`src/rtl/pulse_gen_multi_if.sv`:
```
// Control, shadow-config write port and per-channel pulse/status outputs of pulse_gen_multi.
interface pulse_gen_multi_if #(
  parameter int unsigned NCH   = 4,
  parameter int unsigned CNT_W = 16
);
  localparam int unsigned SEL_W = (NCH > 1) ? $clog2(NCH) : 1;

  logic [NCH-1:0]   ch_en;
  logic [NCH-1:0]   trig;
  logic             cfg_we;
  logic [SEL_W-1:0] cfg_sel;
  logic [CNT_W-1:0] cfg_period;
  logic [CNT_W-1:0] cfg_width;
  logic [CNT_W-1:0] cfg_delay;
  logic [1:0]       cfg_mode;
  logic [CNT_W-1:0] cfg_burst;
  logic [NCH-1:0]   pulse_out;
  logic [NCH-1:0]   busy;
  logic [NCH-1:0]   done;

  modport master (
    output ch_en, trig, cfg_we, cfg_sel, cfg_period, cfg_width, cfg_delay, cfg_mode, cfg_burst,
    input  pulse_out, busy, done
  );

  modport slave (
    input  ch_en, trig, cfg_we, cfg_sel, cfg_period, cfg_width, cfg_delay, cfg_mode, cfg_burst,
    output pulse_out, busy, done
  );
endinterface

```
`src/rtl/pulse_gen_multi.sv`:
```
// Multi-channel pulse generator: per-channel period/width/delay/mode with double-buffered config.
// Each channel runs an IDLE/DELAY/HIGH/LOW FSM; all outputs are registered from next-state.
module pulse_gen_multi #(
  parameter int unsigned NCH   = 4,
  parameter int unsigned CNT_W = 16
) (
  input  logic             clk,
  input  logic             reset,
  pulse_gen_multi_if.slave bus
);
  localparam int unsigned SEL_W = (NCH > 1) ? $clog2(NCH) : 1;

  typedef enum logic [1:0] {IDLE, DELAY, HIGH, LOW} state_t;

  typedef struct packed {
    logic [CNT_W-1:0] period;
    logic [CNT_W-1:0] width;
    logic [CNT_W-1:0] delay;
    logic [1:0]       mode;
    logic [CNT_W-1:0] burst;
  } cfg_t;

  localparam cfg_t CFG_RST = '{period: CNT_W'(2), width: CNT_W'(1), delay: CNT_W'(0),
                               mode: 2'd0, burst: CNT_W'(1)};

  state_t           state     [NCH];
  state_t           state_nxt [NCH];
  cfg_t             shadow    [NCH];
  cfg_t             active    [NCH];
  cfg_t             active_nxt[NCH];
  cfg_t             ld        [NCH];
  logic [CNT_W-1:0] cnt       [NCH];
  logic [CNT_W-1:0] cnt_nxt   [NCH];
  logic [CNT_W-1:0] bcnt      [NCH];
  logic [CNT_W-1:0] bcnt_nxt  [NCH];
  logic [CNT_W-1:0] hlen      [NCH];
  logic [NCH-1:0]   pend;
  logic [NCH-1:0]   pulse_nxt, busy_nxt, done_nxt;
  logic [NCH-1:0]   pulse_q, busy_q, done_q;

  // Shadow value as it would land in the active set: P>=2, N>=1.
  function automatic cfg_t clamp(input cfg_t c);
    cfg_t r;
    r = c;
    if (c.period < CNT_W'(2)) r.period = CNT_W'(2);
    if (c.burst == '0)        r.burst  = CNT_W'(1);
    return r;
  endfunction

  // A period opens low when the programmed width is zero.
  function automatic state_t first_state(input cfg_t c);
    return (c.width == '0) ? LOW : HIGH;
  endfunction

  // State, counters and config registers.
  always_ff @(posedge clk) begin
    if (reset) begin
      for (int i = 0; i < int'(NCH); i++) begin
        state[i]  <= IDLE;
        cnt[i]    <= '0;
        bcnt[i]   <= '0;
        shadow[i] <= CFG_RST;
        active[i] <= CFG_RST;
      end
      pulse_q <= '0;
      busy_q  <= '0;
      done_q  <= '0;
    end else begin
      for (int i = 0; i < int'(NCH); i++) begin
        state[i]  <= state_nxt[i];
        cnt[i]    <= cnt_nxt[i];
        bcnt[i]   <= bcnt_nxt[i];
        active[i] <= active_nxt[i];
      end
      if (bus.cfg_we && (32'(bus.cfg_sel) < NCH)) begin
        shadow[bus.cfg_sel] <= '{period: bus.cfg_period, width: bus.cfg_width,
                                 delay: bus.cfg_delay, mode: bus.cfg_mode,
                                 burst: bus.cfg_burst};
      end
      pulse_q <= pulse_nxt;
      busy_q  <= busy_nxt;
      done_q  <= done_nxt;
    end
  end

  // Per-channel next-state, counter and load logic.
  always_comb begin
    for (int i = 0; i < int'(NCH); i++) begin
      state_nxt[i]  = state[i];
      cnt_nxt[i]    = cnt[i] + CNT_W'(1);
      bcnt_nxt[i]   = bcnt[i];
      active_nxt[i] = active[i];
      done_nxt[i]   = 1'b0;
      pend[i]       = 1'b0;
      ld[i]         = clamp(shadow[i]);
      hlen[i]       = (active[i].width >= active[i].period) ? active[i].period : active[i].width;

      unique case (state[i])
        IDLE: begin
          cnt_nxt[i] = '0;
          if (bus.trig[i] && bus.ch_en[i] && (shadow[i].mode != 2'd3)) begin
            active_nxt[i] = ld[i];
            bcnt_nxt[i]   = '0;
            state_nxt[i]  = (ld[i].delay != '0) ? DELAY : first_state(ld[i]);
          end
        end
        DELAY: begin
          if (cnt[i] == active[i].delay - CNT_W'(1)) begin
            cnt_nxt[i]   = '0;
            state_nxt[i] = first_state(active[i]);
          end
        end
        HIGH: begin
          if (cnt[i] == hlen[i] - CNT_W'(1)) begin
            cnt_nxt[i] = '0;
            if (active[i].width >= active[i].period) pend[i] = 1'b1;
            else                                     state_nxt[i] = LOW;
          end
        end
        LOW: begin
          if (cnt[i] == active[i].period - active[i].width - CNT_W'(1)) pend[i] = 1'b1;
        end
      endcase

      // Period end: continuous reloads from shadow, burst counts, anything else finishes.
      if (pend[i]) begin
        cnt_nxt[i] = '0;
        if (active[i].mode == 2'd0) begin
          active_nxt[i] = ld[i];
          state_nxt[i]  = first_state(ld[i]);
        end else if ((active[i].mode == 2'd2) && (bcnt[i] != active[i].burst - CNT_W'(1))) begin
          bcnt_nxt[i]  = bcnt[i] + CNT_W'(1);
          state_nxt[i] = first_state(active[i]);
        end else begin
          state_nxt[i] = IDLE;
          done_nxt[i]  = 1'b1;
        end
      end

      // Enable drop aborts silently.
      if ((state[i] != IDLE) && !bus.ch_en[i]) begin
        state_nxt[i] = IDLE;
        cnt_nxt[i]   = '0;
        done_nxt[i]  = 1'b0;
      end

      pulse_nxt[i] = (state_nxt[i] == HIGH);
      busy_nxt[i]  = (state_nxt[i] != IDLE);
    end
  end

  assign bus.pulse_out = pulse_q;
  assign bus.busy      = busy_q;
  assign bus.done      = done_q;
endmodule

```
`src/flat_wrapper.sv`:
```
// flat-port wrapper written by rule: the top's interface ports become plain ports
module pulse_gen_multi_flat 
#(
  parameter int unsigned NCH   = 4,
  parameter int unsigned CNT_W = 16
)
  (clk, reset, bus_ch_en, bus_trig, bus_cfg_we, bus_cfg_sel, bus_cfg_period, bus_cfg_width, bus_cfg_delay, bus_cfg_mode, bus_cfg_burst, bus_pulse_out, bus_busy, bus_done);
  pulse_gen_multi_if #(.NCH(NCH), .CNT_W(CNT_W)) bus_i ();
  input  logic clk;
  input  logic reset;
  input wire logic [$bits(bus_i.ch_en)-1:0] bus_ch_en;
  input wire logic [$bits(bus_i.trig)-1:0] bus_trig;
  input wire logic [$bits(bus_i.cfg_we)-1:0] bus_cfg_we;
  input wire logic [$bits(bus_i.cfg_sel)-1:0] bus_cfg_sel;
  input wire logic [$bits(bus_i.cfg_period)-1:0] bus_cfg_period;
  input wire logic [$bits(bus_i.cfg_width)-1:0] bus_cfg_width;
  input wire logic [$bits(bus_i.cfg_delay)-1:0] bus_cfg_delay;
  input wire logic [$bits(bus_i.cfg_mode)-1:0] bus_cfg_mode;
  input wire logic [$bits(bus_i.cfg_burst)-1:0] bus_cfg_burst;
  output wire logic [$bits(bus_i.pulse_out)-1:0] bus_pulse_out;
  output wire logic [$bits(bus_i.busy)-1:0] bus_busy;
  output wire logic [$bits(bus_i.done)-1:0] bus_done;
  assign bus_i.ch_en = bus_ch_en;
  assign bus_i.trig = bus_trig;
  assign bus_i.cfg_we = bus_cfg_we;
  assign bus_i.cfg_sel = bus_cfg_sel;
  assign bus_i.cfg_period = bus_cfg_period;
  assign bus_i.cfg_width = bus_cfg_width;
  assign bus_i.cfg_delay = bus_cfg_delay;
  assign bus_i.cfg_mode = bus_cfg_mode;
  assign bus_i.cfg_burst = bus_cfg_burst;
  assign bus_pulse_out = bus_i.pulse_out;
  assign bus_busy = bus_i.busy;
  assign bus_done = bus_i.done;
  pulse_gen_multi #(.NCH(NCH), .CNT_W(CNT_W)) u_core (.clk(clk), .reset(reset), .bus(bus_i));
endmodule
```
`config.mk`:
```
export PLATFORM = sky130hd
export DESIGN_NAME = pulse_gen_multi_flat
export DESIGN_NICKNAME = d
export VERILOG_FILES = /design/src/rtl/pulse_gen_multi_if.sv /design/src/rtl/pulse_gen_multi.sv /design/src/flat_wrapper.sv
export SDC_FILE = /design/constraint.sdc
export NUM_CORES = 2
export LEC_CHECK = 0
export BUFFER_PORTS_ARGS = -buffer_cell sky130_fd_sc_hd__buf_2
export CORE_MARGIN = 2
export CORE_UTILIZATION = 64
export CTS_CLUSTER_SIZE = 28
export DETAILED_ROUTE_END_ITERATION = 8
export PLACE_DENSITY = 0.8
export SYNTH_ARGS = -nofsm -noshare
export SYNTH_HDL_FRONTEND = slang
export SYNTH_SLANG_ARGS = --single-unit
export TNS_END_PERCENT = 5
```
`constraint.sdc`:
```
create_clock -name clk -period 6.48 [get_ports clk]
set_clock_uncertainty 0.2 [all_clocks]
set_input_delay 0 -clock clk [delete_from_list [all_inputs] [get_ports clk]]
set_output_delay 0 -clock clk [all_outputs]
set_load 0.05 [all_outputs]
```
==> flow_summary_export.csv <==
group,metric,value,unit
run_status,status,"completed",
drt,drt_pre_antenna_iters,6,
die,core,64200,um^2
drt,vias_per_cell,6.32,
placed_design,gp_congestion,1.00,
timing,finalMaxSlewViolations,0,
clock_tree,clk_latency,0.65,ns
timing,fin_crit_sh,0.969,
synth,yosysSeqAreaShare,0.391,
die,die_y,258,um
hold_path,hold_path.class,"in2reg",
synth,synth.area.top_cells,"dfxtp_1 (20%), edfxtp_1 (19%), mux2i_1 (8.4%), xnor2_1 (6.1%), ha_1 (4.1%)",
drt,routed_wl,122000,um
placed_design,dp_hpwl,85500,um
clock_tree,clk_pin_slew,0.07,ns
synth,ys_warn_count,0,
synth,yosysTopAreaCell,"dfxtp_1",
pwr,pwr_density_cell,261,nW/um^2
timing,worst_pin_slew,1.10,ns
pwr,leakage,18.6,nW
setup_path,crit_path_end_kind,"flip-flop",
die,die_w,258,um
synth,synth_ff_type,"dfxtp_1",
setup_path,crit_fanout,68,
clock_tree,cts-root-buf,"clkbuf_16",
synth,synth.most_common_cell,"nand2_1",
synth,yosysUniqueCellTypes,96,
drt,wl_per_cell,21.7,um
synth,synth_top_area_share,0.199,
setup_path,cp.arrival,6.57,ns
grt,grt_pass1_vias,32840,
timing,setup_viol,0,
drt,first_iter_violations,3974,
timing,setup-tns-final,0,ns
setup_path,cp-start-kind,"flip-flop",
synth,synthCells,4603,
synth,synth-edff-count,264,
drt,dr_total_vias,35320,
placed_design,placed_area,42500,um^2
cells_and_area,drive_gt1_frac,0.0721,
timing,final_hold_viol_count,0,
synth,yosys-top-cells-count,"nand2_1 (448), dfxtp_1 (412), nor2_1 (383)",
job,max_cap_viol_count,0,
grt,grt_pass1_wl,188000,um
synth,ys_seq_elements,676,
die,die_area,66700,um^2
synth,async_flop_share,0,
drt,drc,0,
die,ios,91,
cells_and_area,nNetsFinal,4880,
timing,fin_hold_ws,0.111,ns
cells_and_area,utilization,0.714,
drt,ant_nets,0,
cells_and_area,fin_cells,5591,
clock_tree,h-tree-depth,3,
grt,grt_max_degree,132,
grt,grt_overflow,0,
synth,synth.avg_cell_area,9.00,um^2
synth,syn_area,41400,um^2
clock_tree,tritoncts,"done",
clock_tree,cts_buffer_depth,3,
cells_and_area,area_growth_syn_to_layout,10.7,%
timing,fin_crit,6.28,ns
setup_path,required,6.77,ns
clock_tree,cts_made_buffers,72,
grt,track_usage,0.359,
die,start_util,0.645,
setup_path,worstSetupPathType,"reg2reg",
timing,slew_headroom,0.266,
clock_tree,clkSinkCount,676,
grt,antenna_found_initial,28,
placed_design,io_buffer_count,90,
timing,fmax,159,MHz
die,row_count,93,
placed_design,dp_cells,5359,
timing,rsz0062_at_grt,"no",
pwr,ir_drop,0.255,mV
synth,syn_nets,4822,
cells_and_area,final_cell_area,45800,um^2
## critical path: stages (launching register included)
cell and delay (ns):
dfxtp_1 0.37, inv_1 0.07, ha_1 0.23, fa_1 0.44, a21boi_0 0.15, o21ai_0 0.64
a221oi_2 0.25, o21ai_4 0.28, mux2i_1 0.16, ha_1 0.32, nand4b_1 0.18, nor3_1 0.07
mux2_2 0.30, nor3b_1 0.15, or4_1 0.44, or4_4 0.57, o41ai_4 0.49, a31oi_4 0.16
buf_12 0.25, mux2i_1 0.26, nor2_1 0.07
## area by class of cell
type | instances | area, um^2
Clock inverter | 35 | 475
Clock buffer | 96 | 1970
Multi-Input combinational cell | 3484 | 23600
Timing Repair Buffer | 227 | 1790
Tap cell | 855 | 1070
Fill cell | 4806 | 18400
Inverter | 200 | 758
Sequential cell | 676 | 16200
Antenna cell | 18 | 45.0
## worst paths after layout
check | from | to | slack, ns | cells after the start
setup / recovery | u_core.active[0][232]$_SDFF_PP1_ | u_core.active[0][247]$_SDFF_PP0_ | 0.20 | 20
hold / removal | bus_cfg_period[2] | u_core.shadow[3][52]$_DFFE_PP_ | 0.11 | 3
setup reg to reg | u_core.active[0][232]$_SDFF_PP1_ | u_core.active[0][247]$_SDFF_PP0_ | 0.20 | 20
hold reg to reg | u_core.active[0][101]$_SDFF_PP0_ | u_core.active[0][101]$_SDFF_PP0_ | 0.27 | 2
## power breakdown
group          switching, W  total, W  internal (W)  leakage (nW)
registers          0.000236   0.00488       0.00464          5.91
logic               0.00164   0.00280       0.00116          11.5
clock network       0.00182   0.00428       0.00246          1.18
total               0.00370    0.0120       0.00827          18.6
## per-layer routing
metal  track usage  wire, um  vias to the layer above
met1         0.494     50300                    16843
met5             0        88                        -
met3        0.0717     12000                      346
met2         0.550     53400                     1704
met4         0.159      5840                       14
li1              -         -                    16413
## metrics by stage
step | setup slack [ns] | power, W
2_1_floorplan | 0.788 | 0.00693
3_3_place_gp | 0.371 | 0.00759
3_5_place_dp | 0.318 | 0.00763
4_1_cts | 0.298 | 0.0119
5_1_grt | 0.0448 | 0.0124
6_report | 0.202 | 0.0120
## cells in the final DEF (no fill, tap or decap), drive strengths merged, types with 18 or more instances in the layout
| master | n |
|---|---|
| nand2 | 448 |
| dfxtp | 412 |
| nor2 | 383 |
| mux2i | 348 |
| xnor2 | 288 |
| and2 | 270 |
| edfxtp | 264 |
| inv | 203 |
| a21oi | 155 |
| nand3 | 147 |
| xor2 | 145 |
| buf | 145 |
| ha | 136 |
| nor4 | 132 |
| o21ai | 112 |
| nor3 | 106 |
| clkbuf | 96 |
| a21o | 83 |
| dlygate4sd3 | 82 |
| nand4 | 73 |
| nand2b | 60 |
| and3 | 54 |
| or3 | 51 |
| nor2b | 36 |
| nand3b | 30 |
| o211ai | 28 |
| a31oi | 26 |
| or2 | 25 |
| or4 | 24 |
| a211oi | 23 |
| clkinv | 19 |
| diode | 18 |
## state kept, by name, summed over array words and instances, names as in the netlist
name and cells:
u_core.shadow 264, u_core.state 8, u_core.cnt 64, u_core.bus.pulse_out 4, u_core.bus.done 4, u_core.bcnt 64, u_core.active 264, u_core.bus.busy 4
## cells by family (layout without fill, tap and decap cells)
logic type	count (synthesis)	after routing	share of synthesized area
and+or+nand+nor	1911	1911	0.238
muxes	364	364	0.0885
DFF	676	676	0.391
adders and majority gates	140	140	0.0430
xor gates and xnor gates	436	436	0.0933
AOI/OAI and AO/OA	633	633	0.104
buffers and inverters	443	558	0.0425
other	0	18	0
## what timing repair did
| action | in CTS | in global routing |
|---|---|---|
| endpoints found under the hold margin | 371 | 0 |
| setup buffers | 0 | 1 |
| gates resized for setup | 0 | 1 |
| hold buffers | 82 | 0 |
| setup endpoints to repair | 0 | 64 |
Note: power is estimated with default switching activity, not from simulation.
